## config.mk

```make
export PLATFORM = sky130hd
export DESIGN_NAME = wb_write_ctrl
export DESIGN_NICKNAME = d
export VERILOG_FILES = /design/src/rtl/wb_pkg.sv /design/src/rtl/lowest_set_idx.sv /design/src/rtl/wb_write_ctrl.sv
export SDC_FILE = /design/constraint.sdc
export NUM_CORES = 1
export LEC_CHECK = 0
export CORE_ASPECT_RATIO = 1.2
export CORE_MARGIN = 2
export CORE_UTILIZATION = 41
export DETAILED_ROUTE_END_ITERATION = 10
export PLACE_DENSITY = 0.75
export SLEW_MARGIN = 30
export SYNTH_ARGS = -nofsm -noshare
export SYNTH_HDL_FRONTEND = slang
export SYNTH_SLANG_ARGS = --single-unit
```

## constraint.sdc

```tcl
create_clock -name clk -period 1.73 [get_ports clk]
set_clock_uncertainty 0.15 [all_clocks]
set_input_delay 0.4325 -clock clk [delete_from_list [all_inputs] [get_ports clk]]
set_output_delay 0.4325 -clock clk [all_outputs]
set_load 0.01 [all_outputs]
```

## src/rtl/wb_pkg.sv

```systemverilog
// wb_pkg: opcode and condition encodings, sequencer states and the
// per-opcode writeback decision shared by the writeback controller.
package wb_pkg;
   localparam logic [3:0] OP_ADI  = 4'b0000;
   localparam logic [3:0] OP_ADD  = 4'b0001;
   localparam logic [3:0] OP_NAND = 4'b0010;
   localparam logic [3:0] OP_LHI  = 4'b0011;
   localparam logic [3:0] OP_LW   = 4'b0100;
   localparam logic [3:0] OP_SW   = 4'b0101;
   localparam logic [3:0] OP_LM   = 4'b0110;
   localparam logic [3:0] OP_SM   = 4'b0111;
   localparam logic [3:0] OP_JAL  = 4'b1100;
   localparam logic [3:0] OP_JLR  = 4'b1101;
   localparam logic [1:0] CZ_ALW  = 2'b00;
   localparam logic [1:0] CZ_Z    = 2'b01;
   localparam logic [1:0] CZ_C    = 2'b10;
   localparam logic [1:0] CZ_RSV  = 2'b11;
   typedef logic [0:0] state_t;
   localparam state_t ST_IDLE = 1'b0;
   localparam state_t ST_SEQ  = 1'b1;
   // reserved cz counts as "always" for ADD but as "never" for NAND
   function automatic logic wr_decision(input logic [3:0] op, input logic [1:0] cz,
                                        input logic c, input logic z);
      case (op)
         OP_ADI, OP_LHI, OP_LW, OP_JAL, OP_JLR: return 1'b1;
         OP_ADD:  return cz == CZ_C ? c : cz == CZ_Z ? z : 1'b1;
         OP_NAND: return cz == CZ_ALW ? 1'b1 : cz == CZ_C ? c : cz == CZ_Z ? z : 1'b0;
         default: return 1'b0;
      endcase
   endfunction
endpackage

```

## src/rtl/lowest_set_idx.sv

```systemverilog
// lowest_set_idx: priority encoder returning the index of the lowest set bit.
module lowest_set_idx #(
   parameter int N  = 8,
   parameter int AW = $clog2(N)
) (
   input  logic [N-1:0]  vec,
   output logic [AW-1:0] idx,
   output logic          found
);
   always_comb begin
      idx   = '0;
      found = 1'b0;
      for (int i = N - 1; i >= 0; i--) begin
         if (vec[i]) begin
            idx   = AW'(i);
            found = 1'b1;
         end
      end
   end
endmodule

```

## src/rtl/wb_write_ctrl.sv

```systemverilog
// wb_write_ctrl: register-file write enable with conditional writes, stall/flush
// suppression and one-register-per-cycle sequencing of Load-Multiple.
module wb_write_ctrl
   import wb_pkg::*;
#(
   parameter int NREG = 8,
   parameter int AW   = $clog2(NREG)
) (
   input  logic            clk,
   input  logic            rst,
   input  logic            valid_in,
   input  logic            stall,
   input  logic            invalid,
   input  logic [3:0]      op,
   input  logic [1:0]      cz,
   input  logic            c_flag,
   input  logic            z_flag,
   input  logic [AW-1:0]   rd,
   input  logic [NREG-1:0] reg_list,
   output logic            reg_write,
   output logic [AW-1:0]   wr_addr,
   output logic            busy
);
   state_t          state;
   logic [NREG-1:0] mask;
   logic [NREG-1:0] mask_rest;
   logic [AW-1:0]   next_idx;
   logic            found;
   logic            accept;

   lowest_set_idx #(.N(NREG), .AW(AW)) u_pick (
      .vec   (mask),
      .idx   (next_idx),
      .found (found)
   );

   assign busy      = state == ST_SEQ;
   assign accept    = valid_in & ~busy & ~stall & ~invalid;
   assign mask_rest = mask & ~(NREG'(1) << next_idx);

   always_ff @(posedge clk or posedge rst) begin
      if (rst) begin
         state     <= ST_IDLE;
         mask      <= '0;
         reg_write <= 1'b0;
         wr_addr   <= '0;
      end else begin
         reg_write <= 1'b0;
         if (invalid) begin
            state <= ST_IDLE;
            mask  <= '0;
         end else if (busy) begin
            if (!stall && found) begin
               reg_write <= 1'b1;
               wr_addr   <= next_idx;
               mask      <= mask_rest;
               if (mask_rest == '0) state <= ST_IDLE;
            end
         end else if (accept) begin
            if (op == OP_LM) begin
               if (|reg_list) begin
                  mask  <= reg_list;
                  state <= ST_SEQ;
               end
            end else begin
               reg_write <= wr_decision(op, cz, c_flag, z_flag);
               wr_addr   <= rd;
            end
         end
      end
   end
endmodule
```

Word level (Yosys, flattened, before mapping):

Cells that the tools add are included.

* register bits: 13
* bits in latches: 0
* bits in writable memories: 0
* bits in read-only memories: 0
* input bits: 24
* output and inout port bits: 5
* word-level logic and storage cells: 82
* memories kept: 0

* $add $sub $neg: 0
* multiply operators: 0
* divide/modulo/power cells: 0
* magnitude comparators: 0
* eq/ne operators: 12
* shift operators: 1
* muxes and demuxes: 44
* bitwise operators: 8
* reductions and logical operators: 13

Operator list (count)
* 2-to-1 mux 8 bit: 6
* 2-to-1 mux 3 bit: 12
* 2-to-1 mux 1 bit: 25
* nonzero test 3 bit: 3
* AND 8 bit: 1
* equality test 4 x 2 -> 1 bit, second input constant: 2
* equality test 4 x 3 -> 1 bit, second input constant: 2
* equality test 4 bit, second input constant: 2
* logical NOT 8 bit: 1
* inverter 8 bit: 1
* AND reduction 4 bit: 2
* OR reduction 8 bit: 1
* left shift 1 x 3 -> 8 bit, first input constant: 1
* OR reduction 5 bit: 1
* equality test 4 x 1 -> 1 bit, second input constant: 1
* logical NOT 4 bit: 1
* AND 1 bit: 3
* != test 3 x 2 -> 1 bit, second input constant: 1
* inverter 1 bit: 3
* case mux 1 bit (3 select lines): 1
* equality test 2 x 1 -> 1 bit, second input constant: 1
* equality test 2 bit, second input constant: 1
* logical NOT 2 bit: 1
* != test 2 x 1 -> 1 bit, second input constant: 1
* other kinds (4): 4

Depth between registers and ports, before layout:

* depth after elaboration: 16
* gate-level depth with buffers: 6
* mapped depth without buffers: 5

Cells and area by module:

A second synthesis with hierarchy kept.

* cell total of the unflattened synthesis: 110
* area total of the unflattened synthesis: 1037.2 um^2

Modules (own cells, without submodules)
* wb_write_ctrl: times used 1, cells each 97, area each 957.2 um^2, seq. area each 325.3 um^2
* lowest_set_idx: times used 1, cells each 13, area each 80.1 um^2, seq. area each 0.0 um^2

Worst setup path after synthesis:

Ideal clock, no wire load.

* path kind: reg-to-reg
* from: register mask[0]
* to: register mask[2]
* setup time: 0.082 ns
* data arrival time: 1.651 ns
* required time: 1.498 ns
* slack: -0.153 ns
* cell stages (with the launch flop): 7
* buffers on the path: 1
* clock period less this slack: 1.883 ns
* cell sequence: dfrtp_1 > buf_6 > or4_4 > o21ai_2 > a21boi_4 > nand2_1 > a31oi_1

* word-level cells in the longest chain between the ends: 7
* elaborated cells between the ends (all ways): 11
* those cells by class: eq/ne: 1; shift: 1; mux: 5; bitwise: 2; reduce/logical: 2

Ends and longest elaborated chain
* from (decl): RTL line wb_write_ctrl.sv:25 `logic [NREG-1:0] mask;`
* from (signal assigned): RTL line wb_write_ctrl.sv:56 `mask <= mask_rest;`
* from (signal assigned): RTL line wb_write_ctrl.sv:62 `mask <= reg_list;`
* 2-to-1 mux 3 bit: RTL line lowest_set_idx.sv:14 `if (vec[i]) begin`
* left shift 1 x 3 -> 8 bit: RTL line wb_write_ctrl.sv:39 `assign mask_rest = mask & ~(NREG'(1) << next_idx);`
* inverter 8 bit: RTL line wb_write_ctrl.sv:39
* AND 8 bit: RTL line wb_write_ctrl.sv:39
* 2-to-1 mux 8 bit: RTL line wb_write_ctrl.sv:53 `if (!stall && found) begin`
* 2-to-1 mux 8 bit: RTL line wb_write_ctrl.sv:52 `end else if (busy) begin`
* 2-to-1 mux 8 bit: RTL line wb_write_ctrl.sv:49 `if (invalid) begin`

Several ways; a longest one is shown, not always the timed one. The select of a mux whose other input is x is not followed.
A chain may end at the register's enable or synchronous reset.

Final worst setup path:

* from: register mask[2]
* to: register state (netlist: busy)

* word-level cells in the longest chain between the ends: 11
* elaborated cells between the ends (all ways): 15
* those cells by class: shift: 1; mux: 10; bitwise: 2; reduce/logical: 2

Ends and longest elaborated chain
* 2-to-1 mux 3 bit (3 in series): RTL line lowest_set_idx.sv:14
* left shift 1 x 3 -> 8 bit: RTL line wb_write_ctrl.sv:39
* inverter 8 bit: RTL line wb_write_ctrl.sv:39
* AND 8 bit: RTL line wb_write_ctrl.sv:39
* logical NOT 8 bit: RTL line wb_write_ctrl.sv:57 `if (mask_rest == '0) state <= ST_IDLE;`
* 2-to-1 mux 1 bit: RTL line wb_write_ctrl.sv:57
* 2-to-1 mux 1 bit (*): RTL line wb_write_ctrl.sv:53
* 2-to-1 mux 1 bit (*): RTL line wb_write_ctrl.sv:52
* 2-to-1 mux 1 bit (*): RTL line wb_write_ctrl.sv:49
* to (signal assigned): RTL line wb_write_ctrl.sv:50 `state <= ST_IDLE;`
* to (signal assigned): RTL line wb_write_ctrl.sv:57
* to (signal assigned): RTL line wb_write_ctrl.sv:63 `state <= ST_SEQ;`
* to (decl): RTL line wb_write_ctrl.sv:24 `state_t state;`

Mark *: on every way between the ends. The rest lies on a longest branch, timed or not.

==> run_results.csv <==
group,metric,value,unit
placed_design,place_congestion,0.837,
worst_setup_path,crit_type,"reg2reg",
power_and_ir_drop,swShare,0.269,
die,fp-row-count,18,
power_and_ir_drop,static-leakage-power,0.000671,µW
detailed_routing,detailroute.wirelength.met3,220,µm
synthesis,ys_dominant_reg_cell,"sky130_fd_sc_hd__dfrtp_1",
die,pin_count,29,
worst_setup_path,critPathTopFamily,"simple AND/OR/NAND/NOR gates",
die,die_area,2680,µm²
worst_setup_path,timing.critical_path.cells,"or4_4 > buf_6 > nor2_4 > buf_6 > or4_4 > a311oi_2 > o21ai_1",
worst_setup_path,arrival,2.01,ns
detailed_routing,wl_met1,1280,µm
detailed_routing,vias_per_cell,5.97,
sta,worst_slew_pin_slew,0.516,ns
finish,drive_above_1_share,0.315,
sta,rsz0062_at_grt,"true",
finish,area_growth_syn_to_layout,70.5,%
global_routing,grt_first_pass_wirelength,4830,µm
finish,postLayoutCoreUtil,0.752,
power_and_ir_drop,clock_power_share,0.272,
global_routing,grt_antenna_before_repair,0,
sta,timing.slew.headroom,0.656,
detailed_routing,dr.max_layer_used,"met4",
clocking,cts.clk_slew.worst_paths,0.08,ns
global_routing,total_global_routing_overflow,0,
global_routing,grt_pass1_vias,1077,
worst_setup_path,worst_path_bufs_invs,2,
status,violations_in_the_final_reports,"negative setup slack",
clocking,cts-buffers-inserted,3,
placed_design,place.detailed.hpwl,1930,µm
synthesis,synth_top_cell_by_area,"sky130_fd_sc_hd__dfrtp_1",
worst_setup_path,critPathSlowestCell,"sky130_fd_sc_hd__or4_4",
worst_setup_path,worst_ep_required_time,1.79,ns
die,dieWidth,47.6,µm
placed_design,place.detailed.instances,186,
detailed_routing,finalWirelength,3280,µm
die,core_area,2120,µm²
sta,setup_viol,13,
detailed_routing,wl_per_cell,16.6,µm
sta,period_share,1.13,
synthesis,synth-async-reset-ratio,1.00,
clocking,postCtsHoldBufs,0,
global_routing,grt_start_max_net_pins,21,
power_and_ir_drop,sequentialPowerShare,0.467,
power_and_ir_drop,power.ir.vdd_worst,0.000372,V
clocking,worst_skew_pair.late_latency,0.28,ns
worst_setup_path,critPathMaxFanout,3,
synthesis,synth.lib_cells_used.distinct,37,
power_and_ir_drop,power_density_cells,444,nW/µm²
worst_setup_path,max_stage_delay,0.59,ns
power_and_ir_drop,power.combinational.fraction,0.260,
sta,final_critical_path_setup_slack,-0.220,ns
global_routing,grt_use_total,0.246,
synthesis,synth-seq-cells,13,
finish,nets_finish,193,
detailed_routing,num_vias,1183,
detailed_routing,drt_iter0_drc,74,
detailed_routing,remaining_number_of_nets_flagged_by_the_antenna_check_after_routing,0,
status,status,"finished, violations left",
finish,final_cells,198,
clocking,cts_tree,"done",
synthesis,synthCells,113,
job,max_cap_viol_count,0,
power_and_ir_drop,cellInternalPower,517,µW
sta,finalMaxSlewViolations,0,
synthesis,synth_fp_nets,137,
die,die_height,56.3,µm
power_and_ir_drop,power_switching,190,µW
clocking,cts-root-to-sink-buffers,2,
detailed_routing,number_of_iterations_in_the_first_detailed_routing_pass,4,
placed_design,placedInstanceArea,1410,µm²
min_path,hp-class,"in2async",
synthesis,netlist.area_leader.share,0.349,
clocking,htreeDepth,1,
finish,diodes,0,
die,floorplan.initialDensity,0.441,
clocking,clock_sinks,13,
worst_setup_path,worst_setup_start_kind,"flop",
synthesis,synth.area.top_cells,"sky130_fd_sc_hd__dfrtp_1 35%, sky130_fd_sc_hd__nand4b_1 5.6%, sky130_fd_sc_hd__a31oi_1 5.4%",
synthesis,syn_area_per_cell,8.26,µm²
detailed_routing,route.detailed.drc,0,
synthesis,synth_enable_flop_cells,0,
synthesis,syn_area,933,µm²
sta,layout_min_cycle_time,1.95,ns
placed_design,port-buffer-count,28,
clocking,clock_tree.root_cell,"sky130_fd_sc_hd__clkbuf_4",
synthesis,seq_total_area_yosys,0.349,
detailed_routing,met2RoutedLength,1690,µm
sta,max_clock_freq,513,MHz
synthesis,yosysWarnings,0,
finish,design_area_final,1590,µm²
worst_setup_path,endpoint_kind,"flop",
sta,hold_violations,0,
## worst register-to-register path, delay by kind of cell, from the launching register on
family / cells / cell delay [ns]
simple gates: 3 / 0.83
compound gates: 2 / 0.24
flops: 1 / 0.39
buf+inv: 2 / 0.28
## cells in the mapped netlist (2+ instances only)
cell type	n
sky130_fd_sc_hd__nand4b_1	6
sky130_fd_sc_hd__clkbuf_1	5
sky130_fd_sc_hd__inv_1	5
sky130_fd_sc_hd__dfrtp_1	13
sky130_fd_sc_hd__nand2b_1	6
sky130_fd_sc_hd__o21ai_0	5
sky130_fd_sc_hd__nor2b_1	4
sky130_fd_sc_hd__a31oi_1	8
sky130_fd_sc_hd__nand3_1	3
sky130_fd_sc_hd__or4_1	2
sky130_fd_sc_hd__nor4_1	3
sky130_fd_sc_hd__nor2_1	9
sky130_fd_sc_hd__nand2_1	11
sky130_fd_sc_hd__o211ai_1	2
sky130_fd_sc_hd__a21oi_1	9
## repair_timing
item,in CTS,in global routing
gates cloned,1,1
pin swaps,11,10
gates resized for setup,20,14
setup endpoints to repair,17,15
setup buffers,3,3
## layout make-up
type | instances | area, µm²
Clock buffer | 4 | 26.3
Fill cell | 156 | 526
Inverter | 5 | 18.8
Multi-Input combinational cell | 89 | 654
Sequential cell | 13 | 327
Tap cell | 30 | 37.5
Timing Repair Buffer | 57 | 528
## power groups by stage
stage	combinational (µW)	sequential, µW	clock, µW
after floorplan	52.7	344	0
after global placement	175	335	0
after detailed placement	179	335	0
after CTS	173	329	196
after global routing	200	333	214
final	184	330	193
## final timing paths
| path | start | end | slack [ns] | cells after the start |
|---|---|---|---|---|
| min in group clk | wr_addr[0]$_DFFE_PP0P_ | wr_addr[0]$_DFFE_PP0P_ | 0.39 | 2 |
| hold / removal | rst | wr_addr[1]$_DFFE_PP0P_ | 0.33 | 2 |
| setup reg to reg | mask[2]$_DFFE_PP0P_ | busy$_DFF_PP0_ | -0.22 | 7 |
| setup / recovery | mask[2]$_DFFE_PP0P_ | busy$_DFF_PP0_ | -0.22 | 7 |
| max in group asynchronous | rst | busy$_DFF_PP0_ | 0.73 | 2 |
| hold reg to reg | wr_addr[0]$_DFFE_PP0P_ | wr_addr[0]$_DFFE_PP0P_ | 0.39 | 2 |
## per-stage QoR
| stage | worst slack (ns) | setup TNS, ns | hold slack [ns] | power, µW |
|---|---|---|---|---|
| final | -0.220 | -2.05 | 0.330 | 707 |
| after CTS | -0.164 | -1.28 | 0.340 | 698 |
| after detailed placement | -0.564 | -6.85 | 0.367 | 514 |
| after global routing | -0.259 | -2.54 | 0.363 | 747 |
| after floorplan | -0.136 | -0.940 | 0.159 | 397 |
| after global placement | -0.528 | -6.34 | 0.356 | 510 |
## metal layers
metal	vias to the layer above	GRT usage
li1	537	-
met1	562	0.310
met2	74	0.407
met3	10	0.0514
met4	0	0.0734
met5	-	0
## state kept, by name, indices dropped and copies added (netlist names)
| register | flops |
|---|---|
| reg_write | 1 |
| mask | 8 |
| wr_addr | 3 |
| busy | 1 |
## kinds of logic after synthesis
| family | synth area share |
|---|---|
| simple gates | 0.322 |
| compound gates | 0.241 |
| flops | 0.349 |
| buf+inv | 0.0576 |
| xor+xnor | 0.00939 |
| mux | 0.0107 |
| fa+ha+maj | 0.0107 |
## cell usage in the layout, fill, tap and decap left out, types with 3 or more instances in the layout
cell type                         count
sky130_fd_sc_hd__clkbuf_4             3
sky130_fd_sc_hd__clkdlybuf4s50_1     18
sky130_fd_sc_hd__nor2_1               7
sky130_fd_sc_hd__a21oi_1              5
sky130_fd_sc_hd__nand3_1              3
sky130_fd_sc_hd__a31oi_1              8
sky130_fd_sc_hd__nor2b_1              3
sky130_fd_sc_hd__o21ai_0              3
sky130_fd_sc_hd__buf_4               24
sky130_fd_sc_hd__a21oi_2              3
sky130_fd_sc_hd__inv_1                5
sky130_fd_sc_hd__nor4_1               3
sky130_fd_sc_hd__or4_4                3
sky130_fd_sc_hd__dfrtp_1             12
sky130_fd_sc_hd__nand2_1             11
sky130_fd_sc_hd__nand4b_1             6
sky130_fd_sc_hd__o21ai_1              3
sky130_fd_sc_hd__nand2b_1             4
sky130_fd_sc_hd__buf_6                3
sky130_fd_sc_hd__dlygate4sd2_1        7
Power figures use the tool's default switching activity.
